`config.mk`:
```
export PLATFORM = sky130hd
export DESIGN_NAME = stopwatch_ctrl_flat
export DESIGN_NICKNAME = d
export VERILOG_FILES = /design/src/rtl/stopwatch_pkg.sv /design/src/rtl/stopwatch_ctrl_if.sv /design/src/rtl/clk_en_div.sv /design/src/rtl/stopwatch_ctrl.sv /design/src/flat_wrapper.sv
export SDC_FILE = /design/constraint.sdc
export NUM_CORES = 1
export LEC_CHECK = 0
export ABC_AREA = 1
export BUFFER_PORTS_ARGS = -buffer_cell sky130_fd_sc_hd__buf_2
export CORE_MARGIN = 1
export CORE_UTILIZATION = 45
export DETAILED_ROUTE_END_ITERATION = 10
export MAX_ROUTING_LAYER = met4
export PLACE_DENSITY = 0.68
export SLEW_MARGIN = 20
export SYNTH_ARGS = -nofsm -noshare
export SYNTH_HDL_FRONTEND = slang
export SYNTH_HIERARCHICAL = 1
export SYNTH_SLANG_ARGS = --single-unit
```
`constraint.sdc`:
```
create_clock -name clk -period 1.9 [get_ports clk]
set_clock_uncertainty 0.1 [all_clocks]
set_input_delay 0.285 -clock clk [delete_from_list [all_inputs] [get_ports clk]]
set_output_delay 0.285 -clock clk [all_outputs]
set_load 0.02 [all_outputs]
```
`src/rtl/stopwatch_pkg.sv`:
```
// Shared types and limits for the stopwatch sequencer.
// Pure definitions; no latency or flow control.
package stopwatch_pkg;

  localparam logic [5:0] MAX_SEC = 6'd59;
  localparam logic [5:0] MAX_MIN = 6'd59;

  localparam logic SEL_SEC = 1'b1;
  localparam logic SEL_MIN = 1'b0;

  typedef enum logic {
    RUN,
    PAUSED
  } state_t;

  // Saturating fields are never wanted here: every count field wraps to zero.
  function automatic logic [5:0] wrap_inc(input logic [5:0] v, input logic [5:0] max);
    return (v >= max) ? 6'd0 : v + 6'd1;
  endfunction

endpackage

```
`src/rtl/stopwatch_ctrl_if.sv`:
```
// Button/switch inputs and display-side outputs of the stopwatch sequencer.
// Level/pulse signals only; no handshake, the display never stalls the count.
interface stopwatch_ctrl_if;

  logic       pause_btn;
  logic       clr_btn;
  logic       adj;
  logic       sel;
  logic [5:0] min;
  logic [5:0] sec;
  logic       scan_en;
  logic       blink_en;
  logic       paused;

  modport master (
    output pause_btn, clr_btn, adj, sel,
    input  min, sec, scan_en, blink_en, paused
  );

  modport slave (
    input  pause_btn, clr_btn, adj, sel,
    output min, sec, scan_en, blink_en, paused
  );

endinterface

```
`src/rtl/clk_en_div.sv`:
```
// Clock-enable divider: one-cycle registered strobe every DIV cycles.
// Strobe lands the cycle after count DIV-1; clr restarts the period like reset.
module clk_en_div #(
  parameter int unsigned DIV = 4
) (
  input  logic clk,
  input  logic rst,
  input  logic clr,
  output logic en
);

  localparam int unsigned W = (DIV > 1) ? $clog2(DIV) : 1;
  localparam logic [W-1:0] LAST = W'(DIV - 1);

  logic [W-1:0] cnt;

  always_ff @(posedge clk) begin
    if (rst || clr) begin
      cnt <= '0;
      en  <= 1'b0;
    end else begin
      en  <= (cnt == LAST);
      cnt <= (cnt == LAST) ? '0 : cnt + W'(1);
    end
  end

endmodule

```
`src/rtl/stopwatch_ctrl.sv`:
```
// Stopwatch sequencer: run/pause/clear/adjust policy over a mm:ss count plus display strobes.
// Count updates one cycle after its internal tick; all outputs registered, no backpressure.
module stopwatch_ctrl
  import stopwatch_pkg::*;
#(
  parameter int unsigned DIV_1HZ   = 100_000_000,
  parameter int unsigned DIV_ADJ   = 50_000_000,
  parameter int unsigned DIV_SCAN  = 100_000,
  parameter int unsigned DIV_BLINK = 25_000_000
) (
  input  logic             clk,
  input  logic             rst,
  stopwatch_ctrl_if.slave  io
);

  state_t     state;
  logic       paused_q;
  logic       sel_q;
  logic [5:0] min_q;
  logic [5:0] sec_q;
  logic       tick_1hz;
  logic       tick_adj;
  logic       clr_1hz;
  logic       clr_adj;

  // Holding a divider cleared while its ticks are ignored means the period
  // restarts exactly on resume, on leaving adjust, and on entering adjust.
  assign clr_1hz = (state == PAUSED) | io.adj;
  assign clr_adj = ~io.adj | (io.sel != sel_q);

  clk_en_div #(.DIV(DIV_1HZ))   u_div_1hz   (.clk(clk), .rst(rst), .clr(clr_1hz), .en(tick_1hz));
  clk_en_div #(.DIV(DIV_ADJ))   u_div_adj   (.clk(clk), .rst(rst), .clr(clr_adj), .en(tick_adj));
  clk_en_div #(.DIV(DIV_SCAN))  u_div_scan  (.clk(clk), .rst(rst), .clr(1'b0),    .en(io.scan_en));
  clk_en_div #(.DIV(DIV_BLINK)) u_div_blink (.clk(clk), .rst(rst), .clr(1'b0),    .en(io.blink_en));

  always_ff @(posedge clk) begin
    if (rst) begin
      state    <= RUN;
      paused_q <= 1'b0;
      sel_q    <= SEL_MIN;
      min_q    <= '0;
      sec_q    <= '0;
    end else begin
      sel_q <= io.sel;
      if (io.pause_btn) begin
        state    <= (state == RUN) ? PAUSED : RUN;
        paused_q <= (state == RUN);
      end
      // Increment decisions use the pre-pulse state, so RUN+pause still counts once.
      if (io.clr_btn) begin
        min_q <= '0;
        sec_q <= '0;
      end else if (io.adj) begin
        if (tick_adj && (io.sel == sel_q)) begin
          if (io.sel == SEL_SEC) sec_q <= wrap_inc(sec_q, MAX_SEC);
          else                   min_q <= wrap_inc(min_q, MAX_MIN);
        end
      end else if ((state == RUN) && tick_1hz) begin
        sec_q <= wrap_inc(sec_q, MAX_SEC);
        if (sec_q == MAX_SEC) min_q <= wrap_inc(min_q, MAX_MIN);
      end
    end
  end

  assign io.min    = min_q;
  assign io.sec    = sec_q;
  assign io.paused = paused_q;

endmodule

```
`src/flat_wrapper.sv`:
```
// flat-port wrapper written by rule: the top's interface ports become plain ports
module stopwatch_ctrl_flat import stopwatch_pkg::*;
#(
  parameter int unsigned DIV_1HZ   = 100_000_000,
  parameter int unsigned DIV_ADJ   = 50_000_000,
  parameter int unsigned DIV_SCAN  = 100_000,
  parameter int unsigned DIV_BLINK = 25_000_000
)
  (clk, rst, io_pause_btn, io_clr_btn, io_adj, io_sel, io_min, io_sec, io_scan_en, io_blink_en, io_paused);
  stopwatch_ctrl_if io_i ();
  input  logic clk;
  input  logic rst;
  input wire logic [$bits(io_i.pause_btn)-1:0] io_pause_btn;
  input wire logic [$bits(io_i.clr_btn)-1:0] io_clr_btn;
  input wire logic [$bits(io_i.adj)-1:0] io_adj;
  input wire logic [$bits(io_i.sel)-1:0] io_sel;
  output wire logic [$bits(io_i.min)-1:0] io_min;
  output wire logic [$bits(io_i.sec)-1:0] io_sec;
  output wire logic [$bits(io_i.scan_en)-1:0] io_scan_en;
  output wire logic [$bits(io_i.blink_en)-1:0] io_blink_en;
  output wire logic [$bits(io_i.paused)-1:0] io_paused;
  assign io_i.pause_btn = io_pause_btn;
  assign io_i.clr_btn = io_clr_btn;
  assign io_i.adj = io_adj;
  assign io_i.sel = io_sel;
  assign io_min = io_i.min;
  assign io_sec = io_i.sec;
  assign io_scan_en = io_i.scan_en;
  assign io_blink_en = io_i.blink_en;
  assign io_paused = io_i.paused;
  stopwatch_ctrl #(.DIV_1HZ(DIV_1HZ), .DIV_ADJ(DIV_ADJ), .DIV_SCAN(DIV_SCAN), .DIV_BLINK(DIV_BLINK)) u_core (.clk(clk), .rst(rst), .io(io_i));
endmodule
```
Yosys cells after proc, flatten, opt, wreduce, memory -nomap -nowiden
Index checks and enable logic that the tools add are counted.

storage, ports and cells
  register bits = 114
  bits of input ports = 6
  logic and storage cells = 60

operators by class
  add/subtract/negate cells = 6
  magnitude comparators = 2
  equality and inequality tests = 10
  muxes and demuxes = 12
  bitwise operators = 4
  reductions and logical operators = 13

operators with widths
  operator                                                                  count
  6-bit 2-to-1 mux                                                          11
  27-bit by 1-bit adder with 27-bit output (second input constant)          1
  27-bit == test (second input constant)                                    1
  26-bit by 1-bit adder with 26-bit output (second input constant)          1
  26-bit == test (second input constant)                                    1
  25-bit by 1-bit adder with 25-bit output (second input constant)          1
  25-bit == test (second input constant)                                    1
  17-bit by 1-bit adder with 17-bit output (second input constant)          1
  17-bit == test (second input constant)                                    1
  6-bit by 1-bit adder with 6-bit output (second input constant)            2
  6-bit >= comparator (second input constant)                               2
  2-bit OR reduction                                                        5
  6-bit == test (second input constant)                                     1
  2-bit by 1-bit inequality test with 1-bit output (second input constant)  2
  4-bit AND reduction                                                       1
  2-bit nonzero test                                                        2
  3-bit AND reduction                                                       1
  1-bit logical AND                                                         2
  1-bit logical OR                                                          2
  2-bit inequality test (second input constant)                             1
  1-bit inverter                                                            2
  1-bit bitwise OR                                                          2
  1-bit == test                                                             1
  1-bit 2-to-1 mux                                                          1
  1-bit inequality test                                                     1

Logic depth before layout (Yosys ltp)
Gate-level depths: netlist of run 1.

  depth in word-level cells = 5
  gate-level depth with buffers = 9
  depth with buffers taken out = 9

Modules after synthesis
Netlist of run 1, hierarchy kept.

modules (own cells, without submodules)
  module                           times used  cells each  area each (um^2)
  clk_en_div (u_core.u_div_1hz)    1           217         1452.6
  clk_en_div (u_core.u_div_adj)    1           217         1427.6
  clk_en_div (u_core.u_div_blink)  1           215         1396.3
  clk_en_div (u_core.u_div_scan)   1           141         969.7
  stopwatch_ctrl                   1           132         894.6

Worst setup path after synthesis of run 1
No wires, ideal clock.

  path kind = register to register
  start point = register u_core.u_div_adj.cnt[0]
  end point = register u_core.u_div_adj.cnt[10]
  library setup time = 115 ps
  arrival time = 1343 ps
  setup slack = 343 ps
  stages on the path, launching flop included = 10
  buffers on the path = 1
  path through = dfxtp_1 -> ha_1 -> nand2_2 -> nor2_4 -> nand2_4 -> nor2_1 -> nand3_2 -> nand2_4 -> buf_6 -> nor2_1

on the way
  longest elaborated chain between the ends = 2
  elaborated cells on any way between the ends = 3
  those cells by class = add/sub (1); eq/ne (1); reduce/logical (1)

RTL lines
  item                                                                                              RTL line          RTL
  from (decl)                                                                                       clk_en_div.sv:15  logic [W-1:0] cnt;
  from (signal assigned)                                                                            clk_en_div.sv:23  cnt <= (cnt == LAST) ? '0 : cnt + W'(1);
  parallel branches: the longest is 2 deep, another holds 26-bit by 1-bit adder with 26-bit output  -

Several ways; the timed one is not identified.
A chain may end at the register's enable or synchronous reset.

Final worst setup path of run 1
  start point = register u_core.u_div_adj.cnt[0]
  end point = register u_core.u_div_adj.cnt[20]

Same word-level chain as after synthesis.

==> qor.csv, run 1 <==
metric;value;unit
Reg clk slew, reported paths;0.05;ns
initial core utilization;46.2;%
vias;5509;
ant diodes;0;
Sink Count;113;
top area cells in the synthesized netlist;dfxtp_1 37%, nand2_1 15%, nor2_1 12%;
Area growth, synth to finish;15.7;%
Core Region;0.0133;mm²
Worst setup EP type;flop;
area of the mapped netlist;0.00614;mm²
multi-input logic area;0.00345;mm²
FF+latch area;0.00226;mm²
Post-synth top cells;249 x nand2_1, 204 x nor2_1, 113 x dfxtp_1, 93 x inv_1, 73 x nand3_1;
GRT Total Usage;20.0;%
Buffers on Ports;20;
DRT antenna net count;0;
Seq/Total Area, Yosys;36.8;%
io pins;21;
die area;0.0141;mm²
H-tree depth;4;
vias in the first global route;5025;
cells after synthesis;922;
Synth Area per Inst;6.66;µm²
# placed instances;1113;
cts hold-fix bufs;0;
Std-Cell Rows;42;
VDD IR-drop max;0.899;mV
power consumption;6.31;mW
Cell Area, Placed;0.00638;mm²
Critical Path Most Common Cell;nand2_4;
die height;119;µm
Clock Tree Root;clkbuf_16;
Initial DRC Count;388;
post-synth top area share;36.8;%
yosys warns;6;
fraction of the cycle the final worst path needs;92.1;%
grt ovf;0;
post-DP HPWL;9080;µm
Pwr Density;888;mW/mm²
Slowest-stage cell, CP;dfxtp_1;
Worst Tran Pin Value;0.657;ns
postcts setup bufs;0;
Final Hold Slack;0.0590;ns
unrepaired setup endpoints after global routing;false;
endpoints failing hold;0;
setup ws final;0.150;ns
Post-Route Utilization;53.5;%
HP Class;in2reg;
critical path class;reg2reg;
Synth area leader;dfxtp_1;
fraction of registers with async set/reset;0;%
cell with the most instances after synthesis;nand2_1;
first-pass GRT wire length;22200;µm
DR WL/cell;11.2;µm
count of non-filler cells in the finished layout;1146;
Total Routed Length;12900;µm
crit path time final;1.75;ns
maxcap violations;0;
Critical Path RT;2.10;ns
fillcell total;1307;
Max Freq;0.571;GHz
Synth cell types;37;
worst-path fanout max;11;
initial antenna violation count;0;
die width;119;µm
nets;969;
Final Setup Violations;0;
outcome;complete, no violations;
routability cong.;0.864;
leakage power;2.45;nW
Yosys reg bits;113;
Via density;4.81;
Startpoint Class;flop;
later-pin clock latency in the skew report;0.42;ns
arrival time worst endpoint;1.95;ns
layout cells sized above 1;12.3;%
Slew Limit Fails;0;
number of remaining DRC errors;0;
design area;0.00711;mm²
largest net degree at the start of global routing;26;
CTS Buf Count;17;
Pre-Repair DR Iteration Count;8;
setup TNS;0;ns
Crit path largest cell delay;0.37;ns
DP Worst Slack;0.139;ns
crit path cell chain;ha_1 -> nand2_2 -> nor2_4 -> nand2_4 -> nor2_1 -> nand3_4 -> nand2_4 -> a21oi_1;
Bufs on Longest Clock Path;2;
Post-synth EDFFs;0;
main flop type after synthesis;dfxtp_1;
CTS tree;done;
slew margin rel.;56.1;%
## cell usage in the layout, fill, tap and decap left out, types with 3 or more instances in the layout
| cell type | synthesis | final |
|---|---|---|
| dfxtp_1 | 113 | 113 |
| o21ai_0 | 6 | 6 |
| buf_2 | 1 | 20 |
| o21ai_1 | 4 | 4 |
| conb_1 | 1 | 3 |
| nor2_1 | 204 | 204 |
| nand3_1 | 73 | 73 |
| nand2_4 | 7 | 7 |
| and2_1 | 4 | 4 |
| bufinv_16 | 0 | 7 |
| or2_2 | 3 | 3 |
| o21bai_1 | 3 | 3 |
| xnor2_1 | 27 | 27 |
| clkbuf_16 | 0 | 17 |
| nand2_1 | 249 | 249 |
| inv_2 | 3 | 3 |
| ha_1 | 6 | 6 |
| nor2_2 | 20 | 20 |
| inv_1 | 93 | 93 |
| a21oi_1 | 28 | 28 |
| nor2_4 | 12 | 12 |
| nand4_1 | 13 | 13 |
| xor2_1 | 16 | 16 |
| nand2_2 | 11 | 11 |
| nor3_1 | 4 | 4 |
## critical path, delay by kind of cell, from the launching register on
family | cells | cell delay (ns)
AO/OA/AOI/OAI | 1 | 0.06
AND/OR/NAND/NOR | 6 | 0.89
adder cells (fa/ha/maj) | 1 | 0.21
flip-flops | 1 | 0.37
## cell families after synthesis
kind of cell | share of synthesized area [%]
other cells | 0.0611
flops | 36.8
compound gates | 4.22
fa+ha+maj | 1.22
xor+xnor | 6.13
buf+inv | 7.56
simple gates | 44.0
## layer usage
layer  track usage, %  part of all wire [%]
met5                -                     0
met4             8.07                   1.6
met3             5.32                   4.2
met2             31.5                    46
met1             24.3                    48
## power breakdown
| part | switching, mW | internal [mW] | leakage, nW | total, mW |
|---|---|---|---|---|
| Sequential | 0.0165 | 2.39 | 0.912 | 2.40 |
| Combinational | 0.107 | 0.0452 | 1.21 | 0.152 |
| Clock | 1.13 | 2.63 | 0.334 | 3.76 |
| Total | 1.25 | 5.06 | 2.45 | 6.31 |
## layout make-up
| class | instances | area share (%) |
|---|---|---|
| Clock buffer | 19 | 6.23 |
| Clock inverter | 13 | 3.61 |
| Inverter | 96 | 5.07 |
| Multi-Input combinational cell | 707 | 48.5 |
| Sequential cell | 113 | 31.8 |
| Tap cell | 176 | 3.10 |
| Timing Repair Buffer | 22 | 1.62 |
## path summary, 6_finish.rpt
kind	from	end	slack, ns	cells after the start
min	io_pause_btn	u_core/state	0.06	3
max	u_core/u_div_adj/cnt[0]	u_core/u_div_adj/cnt[20]	0.15	8
max reg2reg	u_core/u_div_adj/cnt[0]	u_core/u_div_adj/cnt[20]	0.15	8
min reg2reg	u_core/u_div_1hz/cnt[0]	u_core/u_div_1hz/cnt[0]	0.35	1
## flip-flops by register name (all words and copies together), names as in the netlist
signal	flops
u_core/u_div_blink/cnt	25
u_core/sel_q	1
u_core/u_div_adj/cnt	26
u_core/u_div_1hz/en	1
u_core/u_div_scan/cnt	17
u_core/state	1
u_core/u_div_1hz/cnt	27
u_core/io.sec	6
u_core/u_div_adj/en	1
u_core/u_div_scan/en	1
u_core/u_div_blink/en	1
u_core/io.min	6
## timing repair
item	4_1_cts	5_1_grt
setup endpoints to repair	0	22
hold endpoints to repair	0	0
gates resized for setup	0	2
Note: power is estimated with default switching activity, not from simulation.
==> run 2: changes to the inputs <==
--- a/config.mk
+++ b/config.mk
@@ -8,10 +8,10 @@
 export ABC_AREA = 1
 export BUFFER_PORTS_ARGS = -buffer_cell sky130_fd_sc_hd__buf_2
 export CORE_MARGIN = 1
-export CORE_UTILIZATION = 45
+export CORE_UTILIZATION = 40
 export DETAILED_ROUTE_END_ITERATION = 10
 export MAX_ROUTING_LAYER = met4
-export PLACE_DENSITY = 0.68
+export PLACE_DENSITY = 0.62
 export SLEW_MARGIN = 20
 export SYNTH_ARGS = -nofsm -noshare
 export SYNTH_HDL_FRONTEND = slang
==> constraint.sdc (replaced) <==
create_clock -name clk -period 1.9 [get_ports clk]
set_clock_uncertainty 0.1 [all_clocks]
set_input_delay 0.285 -clock clk [delete_from_list [all_inputs] [get_ports clk]]
set_output_delay 0.285 -clock clk [all_outputs]
set_load 0.05 [all_outputs]
==> qor.csv, run 2 (same netlist as run 1, synthesis figures left out) <==
metric;value;unit;change
Crit path largest cell delay;0.36;ns;about the same
leakage power;2.37;nW;-3.3%
first-pass GRT wire length;21600;µm;-2.7%
Pwr Density;767;mW/mm²;-14%
endpoints failing hold;0;;unchanged
count of non-filler cells in the finished layout;1150;;+0.35%
maxcap violations;0;;unchanged
GRT Total Usage;17.4;%;-2.7 points
vias;5382;;-2.3%
Core Region;0.0148;mm²;+11%
CTS Buf Count;17;;unchanged
later-pin clock latency in the skew report;0.41;ns;about the same
max reg flops;27;;unchanged
# placed instances;1123;;+0.90%
setup ws final;0.218;ns;+0.0676 ns
Std-Cell Rows;44;;+4.8%
Bufs on Longest Clock Path;2;;unchanged
most common cell after layout, fill and taps aside;nand2_1;;
Sink Count;113;;unchanged
arrival time worst endpoint;1.87;ns;-0.08 ns
crit path cell chain;ha_1 -> nand2_2 -> nor2_4 -> nand2_4 -> nor2_1 -> nand3_2 -> nand2_4 -> nor2_1;;
FF+latch area;0.00226;mm²;unchanged
largest net degree at the start of global routing;26;;unchanged
grt ovf;0;;unchanged
Buffers on Ports;20;;unchanged
crit path time final;1.68;ns;-0.0676 ns
VDD IR-drop max;0.699;mV;-22%
layout cells sized above 1;11.5;%;-0.77 points
Via density;4.68;;-2.6%
Biggest register;u_core/u_div_1hz/cnt;;
power consumption;5.30;mW;-16%
slew margin rel.;65.8;%;+9.7 points
DR WL/cell;10.9;µm;-2.9%
Slowest-stage cell, CP;dfxtp_1;;
Area growth, synth to finish;12.5;%;
cts hold-fix bufs;0;;unchanged
DP Worst Slack;0.212;ns;+0.0737 ns
worst-path fanout max;22;;+11
initial antenna violation count;1;;+1
initial core utilization;41.6;%;-4.6 points
Worst Tran Pin Value;0.509;ns;-0.148 ns
die area;0.0159;mm²;+12%
Total Routed Length;12600;µm;-2.5%
routability cong.;0.889;;+2.9%
fraction of the cycle the final worst path needs;88.5;%;-3.6 points
Slew Limit Fails;0;;unchanged
nets;970;;+0.10%
Startpoint Class;flop;;
DRT antenna net count;0;;unchanged
CTS tree;done;;
Reg clk slew, reported paths;0.05;ns;about the same
R2R Setup Slk;0.22;ns;+0.07 ns
most frequent cells in the layout;249 x nand2_1, 204 x nor2_1, 113 x dfxtp_1;;
largest registers;u_core/u_div_1hz/cnt: 27 flops, u_core/u_div_adj/cnt: 26 flops, u_core/u_div_blink/cnt: 25 flops;;
vias in the first global route;4792;;-4.6%
fillcell total;1515;;+16%
Final Setup Violations;0;;unchanged
HP Class;in2reg;;
postcts setup bufs;0;;unchanged
Max Freq;0.594;GHz;+4.0%
unrepaired setup endpoints after global routing;false;;
die width;126;µm;+6.0%
post-DP HPWL;9290;µm;+2.3%
Pre-Repair DR Iteration Count;4;;-4
number of remaining DRC errors;0;;unchanged
Worst setup EP type;flop;;
multi-input logic area;0.00342;mm²;-0.80%
outcome;complete, no violations;;
critical path class;reg2reg;;
setup TNS;0;ns;unchanged
H-tree depth;4;;unchanged
Initial DRC Count;302;;-22%
Clock Tree Root;clkbuf_16;;
die height;126;µm;+6.0%
Post-CTS Resized;0;;unchanged
io pins;21;;unchanged
Critical Path RT;2.09;ns;about the same
run 2: cell types whose count changed in the layout (fill, tap and decap cells not counted), sizes merged, moves of 2 or more:
cell,delta
buf,+2
bufinv,-7
clkbuf,+6
clkinv,-2
clkinvlp,-2
run 2: metrics by stage:
stage | util [%] | hold WS [ns] | cell area [µm²]
floorplan | - | 0.257 | 6150
global placement | 43.4 | 0.330 | 6400
detailed placement | 43.4 | 0.341 | 6400
CTS | 46.8 | 0.0389 | 6910
global route | 46.8 | 0.0690 | 6910
finish | 46.8 | 0.0566 | 6910
run 2: layout make-up:
class | count | area share, %
Timing Repair Buffer | 24 | 1.88
Sequential cell | 113 | 32.7
Clock inverter | 1 | 0.0725
Tap cell | 184 | 3.33
Inverter | 96 | 5.22
Clock buffer | 25 | 7.17
Multi-Input combinational cell | 706 | 49.5
Antenna cell | 1 | 0.0362
run 2: routing by layer:
metal	part of all wire, %	GRT usage [%]	vias to the layer above
li1	-	-	2939
met1	50	21.6	2363
met2	45	26.8	66
met3	3.3	4.33	14
met4	1.3	7.02	0
met5	0	-	-
run 2: path summary, 6_finish.rpt:
check | to | start | depth (start not counted)
max | u_core/u_div_adj/cnt[10] | u_core/u_div_adj/cnt[0] | 8
min | u_core/state | io_pause_btn | 3
max reg2reg | u_core/u_div_adj/cnt[10] | u_core/u_div_adj/cnt[0] | 8
min reg2reg | u_core/u_div_blink/cnt[0] | u_core/u_div_blink/cnt[0] | 1
run 2: power by group:
part           internal (mW)  switching, mW
logic                 0.0435          0.116
clock network           1.75          0.984
registers               2.39         0.0162
run 2: worst max-delay path, delay by kind of cell, from the launching register on:
family / cells / cell delay [ns]
flip-flops: 1 / 0.36
AND/OR/NAND/NOR: 7 / 0.88
adder cells (fa/ha/maj): 1 / 0.21
